[src/rtl/ift_taint_monitor.sv]
// Observes an IFT-instrumented flip-flop output (Q, Q_t) for a programmed number of cycles
// and hands back one taint summary per ARM over a valid/ready handshake.
module ift_taint_monitor #(
  parameter int WIDTH = 2,
  parameter int TW    = 32,
  parameter int CNT_W = 16
) (
  input  logic             CLK,
  input  logic             SRST,
  input  logic             ARM,
  input  logic [CNT_W-1:0] WINDOW,
  input  logic [WIDTH-1:0] Q,
  input  logic [TW-1:0]    Q_t,
  output logic             BUSY,
  output logic             REPORT_VALID,
  input  logic             REPORT_READY,
  output logic             TAINT_SEEN,
  output logic [TW-1:0]    TAINT_ACC,
  output logic [CNT_W-1:0] TAINT_CNT,
  output logic [CNT_W-1:0] FIRST_CYC,
  output logic [WIDTH-1:0] FIRST_Q
);

  typedef enum logic [1:0] {IDLE, MONITOR, REPORT} state_t;

  state_t           state, state_nxt;
  logic [CNT_W-1:0] win, cyc;
  logic             tainted, last_sample;

  // Case inequality so an unknown taint label counts as tainted in simulation.
  assign tainted     = (Q_t !== '0);
  assign last_sample = (cyc == win - CNT_W'(1));

  assign BUSY         = (state != IDLE);
  assign REPORT_VALID = (state == REPORT);

  always_comb begin
    state_nxt = state;
    case (state)
      IDLE:    if (ARM) state_nxt = (WINDOW != '0) ? MONITOR : REPORT;
      MONITOR: if (last_sample) state_nxt = REPORT;
      REPORT:  if (REPORT_READY) state_nxt = IDLE;
      default: state_nxt = IDLE;
    endcase
  end

  always_ff @(posedge CLK) begin
    if (SRST) state <= IDLE;
    else      state <= state_nxt;
  end

  always_ff @(posedge CLK) begin
    if (SRST) begin
      win        <= '0;
      cyc        <= '0;
      TAINT_SEEN <= 1'b0;
      TAINT_ACC  <= '0;
      TAINT_CNT  <= '0;
      FIRST_CYC  <= '0;
      FIRST_Q    <= '0;
    end else begin
      case (state)
        IDLE: begin
          if (ARM) begin
            win        <= WINDOW;
            cyc        <= '0;
            TAINT_SEEN <= 1'b0;
            TAINT_ACC  <= '0;
            TAINT_CNT  <= '0;
            FIRST_CYC  <= '0;
            FIRST_Q    <= '0;
          end
        end
        MONITOR: begin
          if (tainted) begin
            TAINT_ACC <= TAINT_ACC | Q_t;
            if (TAINT_CNT != '1) TAINT_CNT <= TAINT_CNT + CNT_W'(1);
            if (!TAINT_SEEN) begin
              TAINT_SEEN <= 1'b1;
              FIRST_CYC  <= cyc;
              FIRST_Q    <= Q;
            end
          end
          if (!last_sample) cyc <= cyc + CNT_W'(1);
        end
        default: ;
      endcase
    end
  end

endmodule

[config.mk]
export PLATFORM = sky130hd
export DESIGN_NAME = ift_taint_monitor
export DESIGN_NICKNAME = d
export VERILOG_FILES = /design/src/rtl/ift_taint_monitor.sv
export SDC_FILE = /design/constraint.sdc
export NUM_CORES = 1
export LEC_CHECK = 0
export CORE_MARGIN = 3
export CORE_UTILIZATION = 49
export CTS_CLUSTER_DIAMETER = 200
export CTS_CLUSTER_SIZE = 8
export DETAILED_ROUTE_END_ITERATION = 7
export PLACE_DENSITY = 0.91
export SLEW_MARGIN = 5
export SYNTH_ARGS = -nofsm -noshare
export SYNTH_HDL_FRONTEND = slang
export SYNTH_SLANG_ARGS = --single-unit
export TNS_END_PERCENT = 20
[constraint.sdc]
create_clock -name CLK -period 3.75 [get_ports CLK]
set_clock_uncertainty 0.2 [all_clocks]
set_input_delay 0.375 -clock CLK [delete_from_list [all_inputs] [get_ports CLK]]
set_output_delay 0.375 -clock CLK [all_outputs]
set_load 0.03 [all_outputs]
==> flow_summary.yaml <==
run_status:
  status: "finished clean"
clock_network:
  post_cts_buffers: 0
  path_clk_slew_ns: 0.11
  root_buffer: "clkbuf_8"
  htreeDepth: 3
  cts_sinks: 101
  numCtsBuffers: 9
  cts_resized: 0
  cts_hold_buf: 0
  cts_tree: "done"
  clk_latency_ns: 0.38
  max-clock-path-buffers: 2
cells_and_area:
  drive_above_1_share_pct: 5.11
  final_common_cell: "clkdlybuf4s50_1"
  fillers: 701
  multi_input_area_um2: 2380
  seqCellArea_um2: 2020
  final_cell_mix: "122 x clkdlybuf4s50_1, 101 x dfxtp_1, 76 x a21oi_1, 69 x nor2_1, 64 x nand2_1"
  area_growth_pct: 31.7
  antenna_cells: 0
  fin_nets: 717
sta:
  finalSetupViolCount: 0
  slew_viol_final: 0
  max_freq_ghz: 0.298
  fin_crit_sh_pct: 89.4
  min_period_ns: 3.35
  hold_viol: 0
  grt_setup_unrepaired: "no"
  fin_tns_setup_ns: 0
  worstMarginPinSlew_ns: 1.14
  max-slew-margin-rel_pct: 24.1
floorplan:
  io_pins: 123
  die_h_um: 103
  core-area_um2: 8930
  initial_core_util_pct: 51.4
  fp-row-count: 34
  dieArea_um2: 10600
  die_w_um: 103
synth:
  synth_area_um2: 4600
  yosys_warnings: 0
  synth_cell_type_count: 54
  syn_inst: 557
  synth_seq_cells: 101
  syn_area_per_cell_um2: 8.25
  seq_area_frac_synth_pct: 44.0
  synthesis.nets: 614
setup_path:
  cp.required_ns: 3.86
  crit_buf_inv: 0
  endpoint_kind: "flop"
  max_stage_delay_ns: 0.70
  critPathSlowestCell: "or4_1"
  crit_fanout: 14
  cp_top_family: "simple AND/OR/NAND/NOR gates"
  critPathKind: "flop to flop"
  crit_path_cell_trace: "or4_1 > or2_4 > a2111oi_2 > nor3_2 > nor4_4 > a21oi_2 > o2111ai_1 > mux2i_1"
  start_kind: "flop"
  worst_ep_arrival_time_ns: 3.47
grt:
  antenna_found_initial: 0
  grt_pass1_vias: 4498
  grtUsageTotal_pct: 24.9
  grt_max_degree: 64
  grt_pass1_wl_um: 21100
  grt-ovfl-total: 0
placement:
  port_buffers: 122
  dpl.hpwl_um: 9500
  gp_congestion: 0.937
power_and_ir_drop:
  finalPower_w: 0.00256
  vdd_drop_max_mv: 0.296
  p_leak_nw: 2.10
  powerDensity_nw_per_um2: 422
routing:
  ant_nets: 0
  vias: 4467
  drt_first_pass_iters: 5
  avgRoutedWirePerCell_um: 16.6
  drt_iter0_markers: 313
  drc: 0
  finalWirelength_um: 12900
  vias_per_cell: 5.78
flow_run:
  drv_cap: 0
hold_path:
  hold_path.class: "flop to flop"
-- registers in the layout, summed over array words and instances (netlist names) --
register	count
TAINT_ACC	32
FIRST_CYC	16
TAINT_CNT	16
cyc	16
win	16
FIRST_Q	2
state	2
TAINT_SEEN	1
-- final cells by class --
type	count	area share (%)
clock inverter	7	1.47
inverter	14	0.868
clock buffer	9	2.05
multi-input combinational	408	39.3
tap	108	2.23
timing repair buffer	126	20.7
sequential	101	33.4
-- final timing paths --
path	startpoint	to	slack, ns	cells after the start
setup / recovery	win[3]	cyc[13]	0.40	8
hold / removal	FIRST_CYC[2]	FIRST_CYC[2]	0.26	2
setup reg to reg	win[3]	cyc[13]	0.40	8
hold reg to reg	FIRST_CYC[2]	FIRST_CYC[2]	0.26	2
-- where the power goes --
part | internal [W] | leakage [nW] | switching [W]
combinational | 0.000259 | 1.17 | 0.000392
clock | 0.000273 | 0.106 | 0.000447
sequential | 0.00113 | 0.820 | 0.0000577
-- routing by layer --
layer  up-vias  global-route usage (%)  share of wire, %
li1       2156                       -                 -
met1      2083                    28.7                39
met2       190                    42.6                50
met3        38                    9.07               8.8
met4         0                    8.76               2.5
met5         -                       0                 0
-- worst register-to-register path, cell delays in order, from the launching register on --
cell       delay [ns]
dfxtp_1          0.41
or4_1            0.70
or2_4            0.35
a2111oi_2        0.28
nor3_2           0.10
nor4_4           0.46
a21oi_2          0.27
o2111ai_1        0.30
mux2i_1          0.23
-- Yosys cell counts, drive strengths merged --
| library cell | instances | share of area [%] |
|---|---|---|
| o311ai | 1 | 0.19 |
| nor4 | 22 | 3.6 |
| o2111ai | 3 | 0.57 |
| nor3 | 12 | 1.4 |
| a21o | 1 | 0.16 |
| a21oi | 77 | 8.5 |
| ha | 3 | 0.82 |
| or4 | 2 | 0.33 |
| or2 | 3 | 0.46 |
| nor4b | 1 | 0.19 |
| or3 | 13 | 1.8 |
| a211oi | 2 | 0.33 |
| and2 | 7 | 0.95 |
| and4 | 1 | 0.19 |
| nand2b | 8 | 1.1 |
| inv | 14 | 1.1 |
| o41ai | 1 | 0.19 |
| a2111oi | 7 | 1.9 |
| o21bai | 1 | 0.16 |
| o211ai | 5 | 0.93 |
| o21a | 2 | 0.33 |
| or4b | 1 | 0.22 |
| o21ai | 7 | 0.76 |
| o32ai | 1 | 0.19 |
| clkbuf | 28 | 2.3 |
| a41oi | 2 | 0.38 |
| nand3 | 18 | 2.0 |
| and3 | 6 | 0.82 |
| xnor2 | 21 | 4.0 |
| nor3b | 2 | 0.44 |
| buf | 6 | 0.87 |
| xor2 | 13 | 2.5 |
| mux2i | 10 | 2.2 |
| dfxtp | 101 | 44 |
| or3b | 1 | 0.19 |
| a31o | 2 | 0.38 |
| nand4 | 9 | 1.2 |
| nand2 | 64 | 5.2 |
| nand3b | 5 | 0.82 |
| nor2 | 70 | 5.7 |
| a32o | 1 | 0.22 |
| nor2b | 3 | 0.41 |
-- cell families after synthesis --
logic type      Yosys count  synth area share, %
simple gates            248                 27.1
compound gates          113                 15.2
flops                   101                 44.0
buf+inv                  48                 4.30
xor+xnor                 34                 6.48
mux                      10                 2.18
fa+ha+maj                 3                0.817
-- through the flow --
step | cells | setup WS (ns) | cell area, um^2 | util [%] | hold slack, ns
after global placement | 757 | 0.503 | 5840 | 65.4 | 0.246
after detailed placement | 757 | 0.413 | 5840 | 65.4 | 0.253
after CTS | 773 | 0.395 | 6050 | 67.8 | 0.267
final | 773 | 0.397 | 6050 | 67.8 | 0.265
after global routing | 773 | 0.229 | 6050 | 67.8 | 0.286
after floorplan | 557 | 0.793 | 4600 | - | 0.248
(Power assumes the default switching activity.)
